File: config.mk
export PLATFORM = sky130hd
export DESIGN_NAME = cache_fill_fsm
export DESIGN_NICKNAME = d
export VERILOG_FILES = /design/src/rtl/cache_fill_fsm.sv
export SDC_FILE = /design/constraint.sdc
export NUM_CORES = 1
export LEC_CHECK = 0
export BUFFER_PORTS_ARGS = -buffer_cell sky130_fd_sc_hd__buf_2
export CAP_MARGIN = 20
export CORE_MARGIN = 2
export CORE_UTILIZATION = 35
export CTS_CLUSTER_SIZE = 10
export DETAILED_ROUTE_END_ITERATION = 16
export PLACE_DENSITY = 0.68
export SLEW_MARGIN = 15
export SYNTH_ARGS = -nofsm -noshare
export SYNTH_HDL_FRONTEND = slang
export SYNTH_SLANG_ARGS = --single-unit
export TNS_END_PERCENT = 10
File: constraint.sdc
create_clock -name clk -period 3.63 [get_ports clk]
set_input_delay 0.9075 -clock clk [delete_from_list [all_inputs] [get_ports clk]]
set_output_delay 0.9075 -clock clk [all_outputs]
set_load 0.05 [all_outputs]
File: src/rtl/cache_fill_fsm.sv
// ============================================================================
//  Module   : cache_fill_fsm
//  Brief    : Cache miss handler; fetches one block word-by-word from
//             pipelined memory, streams words into the data array, then
//             writes the tag/valid entry.
//  Revision : 1.0 - initial release
// ============================================================================
`timescale 1ns/1ps
`default_nettype none

module cache_fill_fsm #(
  parameter int ADDR_W = 16,
  parameter int DATA_W = 16,
  parameter int WORDS  = 8,
  parameter int IDX_W  = $clog2(WORDS)
) (
  input  logic              clk,
  input  logic              rst,
  input  logic              miss_req,
  input  logic [ADDR_W-1:0] miss_addr,
  output logic              mem_en,
  input  logic              mem_ready,
  output logic [ADDR_W-1:0] mem_addr,
  input  logic [DATA_W-1:0] mem_data,
  input  logic              mem_valid,
  output logic              fill_we,
  output logic [IDX_W-1:0]  fill_idx,
  output logic [DATA_W-1:0] fill_data,
  output logic              tag_we,
  output logic [ADDR_W-1:0] block_addr,
  output logic              fill_busy,
  output logic              fill_done
);

  localparam int                BYTES    = DATA_W / 8;
  localparam int                OFF_W    = $clog2(WORDS * BYTES);
  localparam int                CNT_W    = IDX_W + 1;
  localparam logic [ADDR_W-1:0] OFF_MASK = ADDR_W'((1 << OFF_W) - 1);
  localparam logic [ADDR_W-1:0] BYTES_A  = ADDR_W'(BYTES);
  localparam logic [CNT_W-1:0]  WORDS_C  = CNT_W'(WORDS);
  localparam logic [CNT_W-1:0]  LAST_C   = CNT_W'(WORDS - 1);

  typedef enum logic [1:0] {
    S_IDLE = 2'd0,
    S_FILL = 2'd1,
    S_DONE = 2'd2
  } state_e;

  state_e            state_q, state_d;
  logic [ADDR_W-1:0] block_addr_q, block_addr_d;
  logic [CNT_W-1:0]  issue_cnt_q, issue_cnt_d;
  logic [CNT_W-1:0]  ret_cnt_q, ret_cnt_d;

  always_ff @(posedge clk) begin
    if (rst) begin
      state_q      <= S_IDLE;
      block_addr_q <= '0;
      issue_cnt_q  <= '0;
      ret_cnt_q    <= '0;
    end else begin
      state_q      <= state_d;
      block_addr_q <= block_addr_d;
      issue_cnt_q  <= issue_cnt_d;
      ret_cnt_q    <= ret_cnt_d;
    end
  end

  always_comb begin
    state_d      = state_q;
    block_addr_d = block_addr_q;
    issue_cnt_d  = issue_cnt_q;
    ret_cnt_d    = ret_cnt_q;
    mem_en       = 1'b0;
    mem_addr     = '0;
    fill_we      = 1'b0;
    fill_idx     = '0;
    fill_data    = '0;
    tag_we       = 1'b0;
    fill_busy    = 1'b0;
    fill_done    = 1'b0;

    case (state_q)
      S_IDLE: begin
        if (miss_req) begin
          block_addr_d = miss_addr & ~OFF_MASK;
          issue_cnt_d  = '0;
          ret_cnt_d    = '0;
          state_d      = S_FILL;
        end
      end

      S_FILL: begin
        fill_busy = 1'b1;
        if (issue_cnt_q < WORDS_C) begin
          mem_en   = 1'b1;
          mem_addr = block_addr_q + ADDR_W'(issue_cnt_q) * BYTES_A;
          if (mem_ready) begin
            issue_cnt_d = issue_cnt_q + 1'b1;
          end
        end
        // Returns are written straight through in the same cycle they arrive.
        if (mem_valid && (ret_cnt_q < WORDS_C)) begin
          fill_we   = 1'b1;
          fill_idx  = ret_cnt_q[IDX_W-1:0];
          fill_data = mem_data;
          ret_cnt_d = ret_cnt_q + 1'b1;
          if (ret_cnt_q == LAST_C) begin
            state_d = S_DONE;
          end
        end
      end

      S_DONE: begin
        fill_busy = 1'b1;
        tag_we    = 1'b1;
        fill_done = 1'b1;
        state_d   = S_IDLE;
      end

      default: state_d = S_IDLE;
    endcase
  end

  assign block_addr = block_addr_q;

endmodule

`default_nettype wire

Yosys cells after proc, flatten, opt, wreduce, memory -nomap -nowiden

Index checks and enable logic that the tools add are counted.

Add/sub/neg operators: 3
$lt $le $gt $ge: 2
Equal/unequal tests: 8
Muxes and demuxes: 22
Reductions and logical operators: 8

Operators with widths:

| cell                  | count |
|---|---|
| $mux W16              | 4 |
| $add A16 B5 Y16       | 1 |
| $mux W4               | 4 |
| $pmux W4 S2           | 2 |
| $ne A2 B2 Y1 const B  | 5 |
| $add A4 B1 Y4 const B | 2 |
| $lt A4 B4 Y1 const B  | 2 |
| $mux W1               | 6 |
| $mux W2               | 3 |
| $mux W3               | 2 |
| $reduce_and A3 Y1     | 2 |
| $eq A4 B3 Y1 const B  | 1 |
| $pmux W2 S2           | 1 |
| $reduce_and A4 Y1     | 1 |
| $eq A2 B1 Y1 const B  | 1 |
| $eq A2 B2 Y1 const B  | 1 |
| $logic_not A2 Y1      | 1 |
| $reduce_and A2 Y1     | 1 |
| $reduce_bool A2 Y1    | 1 |
| $reduce_or A2 Y1      | 1 |
| $logic_and A1 B1 Y1   | 1 |

Register bits after elaboration: 22
Input port bits: 37
Output and inout port bits: 56

Depth between registers and ports, before layout

Depth after elaboration: 4
Gate-level depth with buffers: 6
Gate-level depth less buffers: 6

Worst setup path before layout

Ideal clock, no wire load.

Path kind: input to output
Start: input mem_valid
End: output fill_data[10]
Data arrival time: 2.240 ns
Data required time: 2.723 ns
Setup slack: 0.482 ns
Cell stages on the path: 4
Path buffers: 1
Cells stage by stage: nand2b_1 nor2_1 clkbuf_1 and2_1

Longest elaborated chain between the ends: 3

Ends and longest elaborated chain:

| what                | line | RTL |
|---|---|---|
| start: declaration  | 25   | `input logic mem_valid,` |
| $logic_and A1 B1 Y1 | 102  | `if (mem_valid && (ret_cnt_q < WORDS_C)) begin` |
| $mux W16            | 102  |  |
| $mux W16            | 82   | `case (state_q)` |
| end: declaration    | 28   | `output logic [DATA_W-1:0] fill_data,` |

Every way passes these cells.

Worst setup path in the final report

Start: register state_q[1]
End: output fill_idx[2]

Longest elaborated chain between the ends: 2

Ends and longest elaborated chain:

| what                     | line | RTL |
|---|---|---|
| start: declaration       | 49   | `state_e state_q, state_d;` |
| start signal: assignment | 61   | `state_q <= state_d;` |
| $eq A2 B1 Y1             | 82   |  |
| $mux W3                  | 82   |  |
| end: declaration         | 27   | `output logic [IDX_W-1:0] fill_idx,` |

Every way passes these cells.

==> out/metrics.yaml <==
global_route:
  grt-ovfl-total: 0
  grt_usage_pct: 14.8
  antenna_found_initial: 0
  grt_start_max_net_pins: 22
  grt_pass1_vias: 1125
  grt_pass1_wl_mm: 4.95
setup_path:
  required_ns: 2.72
  critPathBufInv: 5
  worstPathCellList: "inv_1, ha_1, buf_4, inv_1, nor2_1, buf_4, and2_1, buf_2"
  cp_slowest_cell: "dfxtp_1"
  cp_top_family: "buffers and inverters"
  cp-end-kind: "primary output"
  startpoint_type: "flip-flop"
  slowest_delay_ns: 0.33
  path_class: "flip-flop to primary output"
  cp_max_fo: 21
  worst_ep_arrival_time_ns: 1.86
floorplan:
  core-area_um2: 3360
  die_area_um2: 4050
  rows: 21
  die_w_um: 63.6
  ios: 93
  fp.dieH_um: 63.6
  start_util_pct: 37.0
timing:
  grt_setup_unrepaired: "false"
  period_minus_slack_ns: 2.77
  hold_viol: 0
  setup_violations: 0
  tns_ns: 0
  timing.final.crit_share_pct: 76.4
  relSlewSlack_pct: 63.1
  timing.fmax_ghz: 0.361
  worst_slew_pin_slew_ns: 0.538
  slew_viol_final: 0
  finClkSkew_ns: 0.00414
clock_network:
  insertion_delay_ns: 0.30
  cts_setup_buffers: 0
  numCtsBuffers: 3
  cts_tree: "built"
  clk_pin_slew_ns: 0.11
  htreeDepth: 1
  cts_root_buffer: "clkbuf_4"
  cts_resized: 0
  cts_hold_buf: 0
  clockBufferDepth: 2
  cts_num_sinks: 22
synth:
  synthFlopType: "dfxtp_1"
  postSynthAreaPerCell_um2: 7.63
  synth.yosys.seq_area_share_pct: 35.4
  synth-async-reset-ratio_pct: 0
  synth_cells: 163
  synth-seq-cells: 22
  ys_warn_count: 0
  synth-edff-count: 0
  syn_area_um2: 1240
  ys_types: 28
status:
  status: "finished, final reports clean"
pwr:
  fin_total_pwr_w: 0.000574
  power_leakage_nw: 0.917
  power_density_nw_per_um2: 338
  peakVddDrop_uv: 266
layout:
  nNetsFinal: 286
  syn_to_final_growth_pct: 36.6
  diodes: 0
  drive_gt1_share_pct: 38.4
placement:
  port_buffers: 83
  globalplace.congestion: 0.781
  place_hpwl_mm: 2.31
drt:
  wire_per_inst_um: 10.4
  avgViaCountPerCell: 4.37
  drt_pass1_iterations: 4
  wl_mm: 3.01
  routed-via-count: 1259
  drt-initial-drc-count: 38
  drtAntennaViolNets: 0
  drcViolationCount: 0
job:
  drv_cap: 0
worst_hold_path:
  min_path_type: "flip-flop to flip-flop"
==> power by group <==
group	internal, W	leakage (nW)	switching [W]
Clock	0.0000387	0.0138	0.0000714
Combinational	0.0000546	0.724	0.000149
Sequential	0.000253	0.180	0.00000752
Total	0.000346	0.917	0.000228
==> final timing paths <==
check	endpoint	from	slack, ns	depth (start not counted)
setup / recovery	fill_idx[2]	state_q[1]$_SDFFE_PP0P_	0.86	8
hold / removal	block_addr[14]$_SDFFE_PP0P_	block_addr[14]$_SDFFE_PP0P_	0.47	2
setup reg to reg	ret_cnt_q[3]$_SDFFE_PP0P_	state_q[0]$_SDFFE_PP0P_	1.94	6
hold reg to reg	block_addr[14]$_SDFFE_PP0P_	block_addr[14]$_SDFFE_PP0P_	0.47	2
==> cell usage in the layout, fill, tap and decap left out, drive strengths merged, types with 3 or more instances in the layout <==
cell type and count:
a21o 3, a21oi 19, and2 35, buf 86
clkbuf 3, conb 5, dfxtp 22, ha 5
inv 5, nand2 28, nand2b 3, nor2 8
nor3 4
==> synthesized netlist by cell type (2+ instances only) <==
| library cell | number | area, µm² |
|---|---|---|
| dfxtp_1 | 22 | 440 |
| buf_4 | 6 | 45.0 |
| a21o_2 | 2 | 17.5 |
| nor2b_1 | 2 | 12.5 |
| nand2_1 | 28 | 105 |
| ha_1 | 5 | 62.6 |
| a32oi_1 | 2 | 17.5 |
| a21oi_1 | 19 | 95.1 |
| clkbuf_1 | 6 | 22.5 |
| o21ai_0 | 2 | 10.0 |
| inv_1 | 5 | 18.8 |
| nor2_1 | 8 | 30.0 |
| and2_1 | 34 | 213 |
| nor3_1 | 4 | 20.0 |
| nand2b_1 | 3 | 18.8 |
| buf_2 | 2 | 10.0 |
| a41oi_1 | 2 | 17.5 |
==> logic make-up (layout without fill, tap and decap cells) <==
group                    after synthesis  in the layout  synth area share [%]
multiplexers                           1              1                 0.805
AO/OA/AOI/OAI                         29             29                  14.3
buffers and inverters                 19             94                  7.75
flip-flops                            22             22                  35.4
adder cells (fa/ha/maj)                5              5                  5.03
XOR/XNOR                               1              1                 0.704
AND/OR/NAND/NOR                       85             85                  35.7
other                                  1              5                 0.302
==> flip-flops by register name, summed over array words and instances (netlist names) <==
name and cells:
block_addr 12, issue_cnt_q 4, state_q 2, ret_cnt_q 4
==> worst register-to-register path: stages (launching register included) <==
cell and delay [ns]:
dfxtp_1 0.35, inv_1 0.08, ha_1 0.26, mux2i_1 0.52, a21oi_1 0.08, a41oi_1 0.25
nor2_1 0.05
==> per-layer routing <==
| metal | vias to the layer above | share of wire [%] | global-route usage, % |
|---|---|---|---|
| met3 | 2 | 3.9 | 3.04 |
| met4 | 0 | 0.63 | 3.26 |
| met1 | 551 | 46 | 18.4 |
| met5 | - | 0 | 0 |
| li1 | 679 | - | - |
| met2 | 27 | 50 | 26.3 |
==> final cells by class <==
cell class	instances	area, µm²
Tap cell	46	57.6
Timing Repair Buffer	86	438
Clock buffer	3	22.5
Fill cell	369	1660
Inverter	5	18.8
Multi-Input combinational cell	126	722
Sequential cell	22	440
==> metrics by stage <==
step	utilization [%]	hold WS [ns]	cells	setup WS, ns	area [µm²]
2_1_floorplan	-	0.458	167	0.482	1260
3_3_place_gp	49.9	0.451	285	0.922	1680
3_5_place_dp	49.9	0.459	285	0.907	1680
4_1_cts	50.5	0.477	288	0.841	1700
5_1_grt	50.5	0.498	288	0.677	1700
6_report	50.5	0.471	288	0.858	1700
Power figures use the tool's default switching activity.
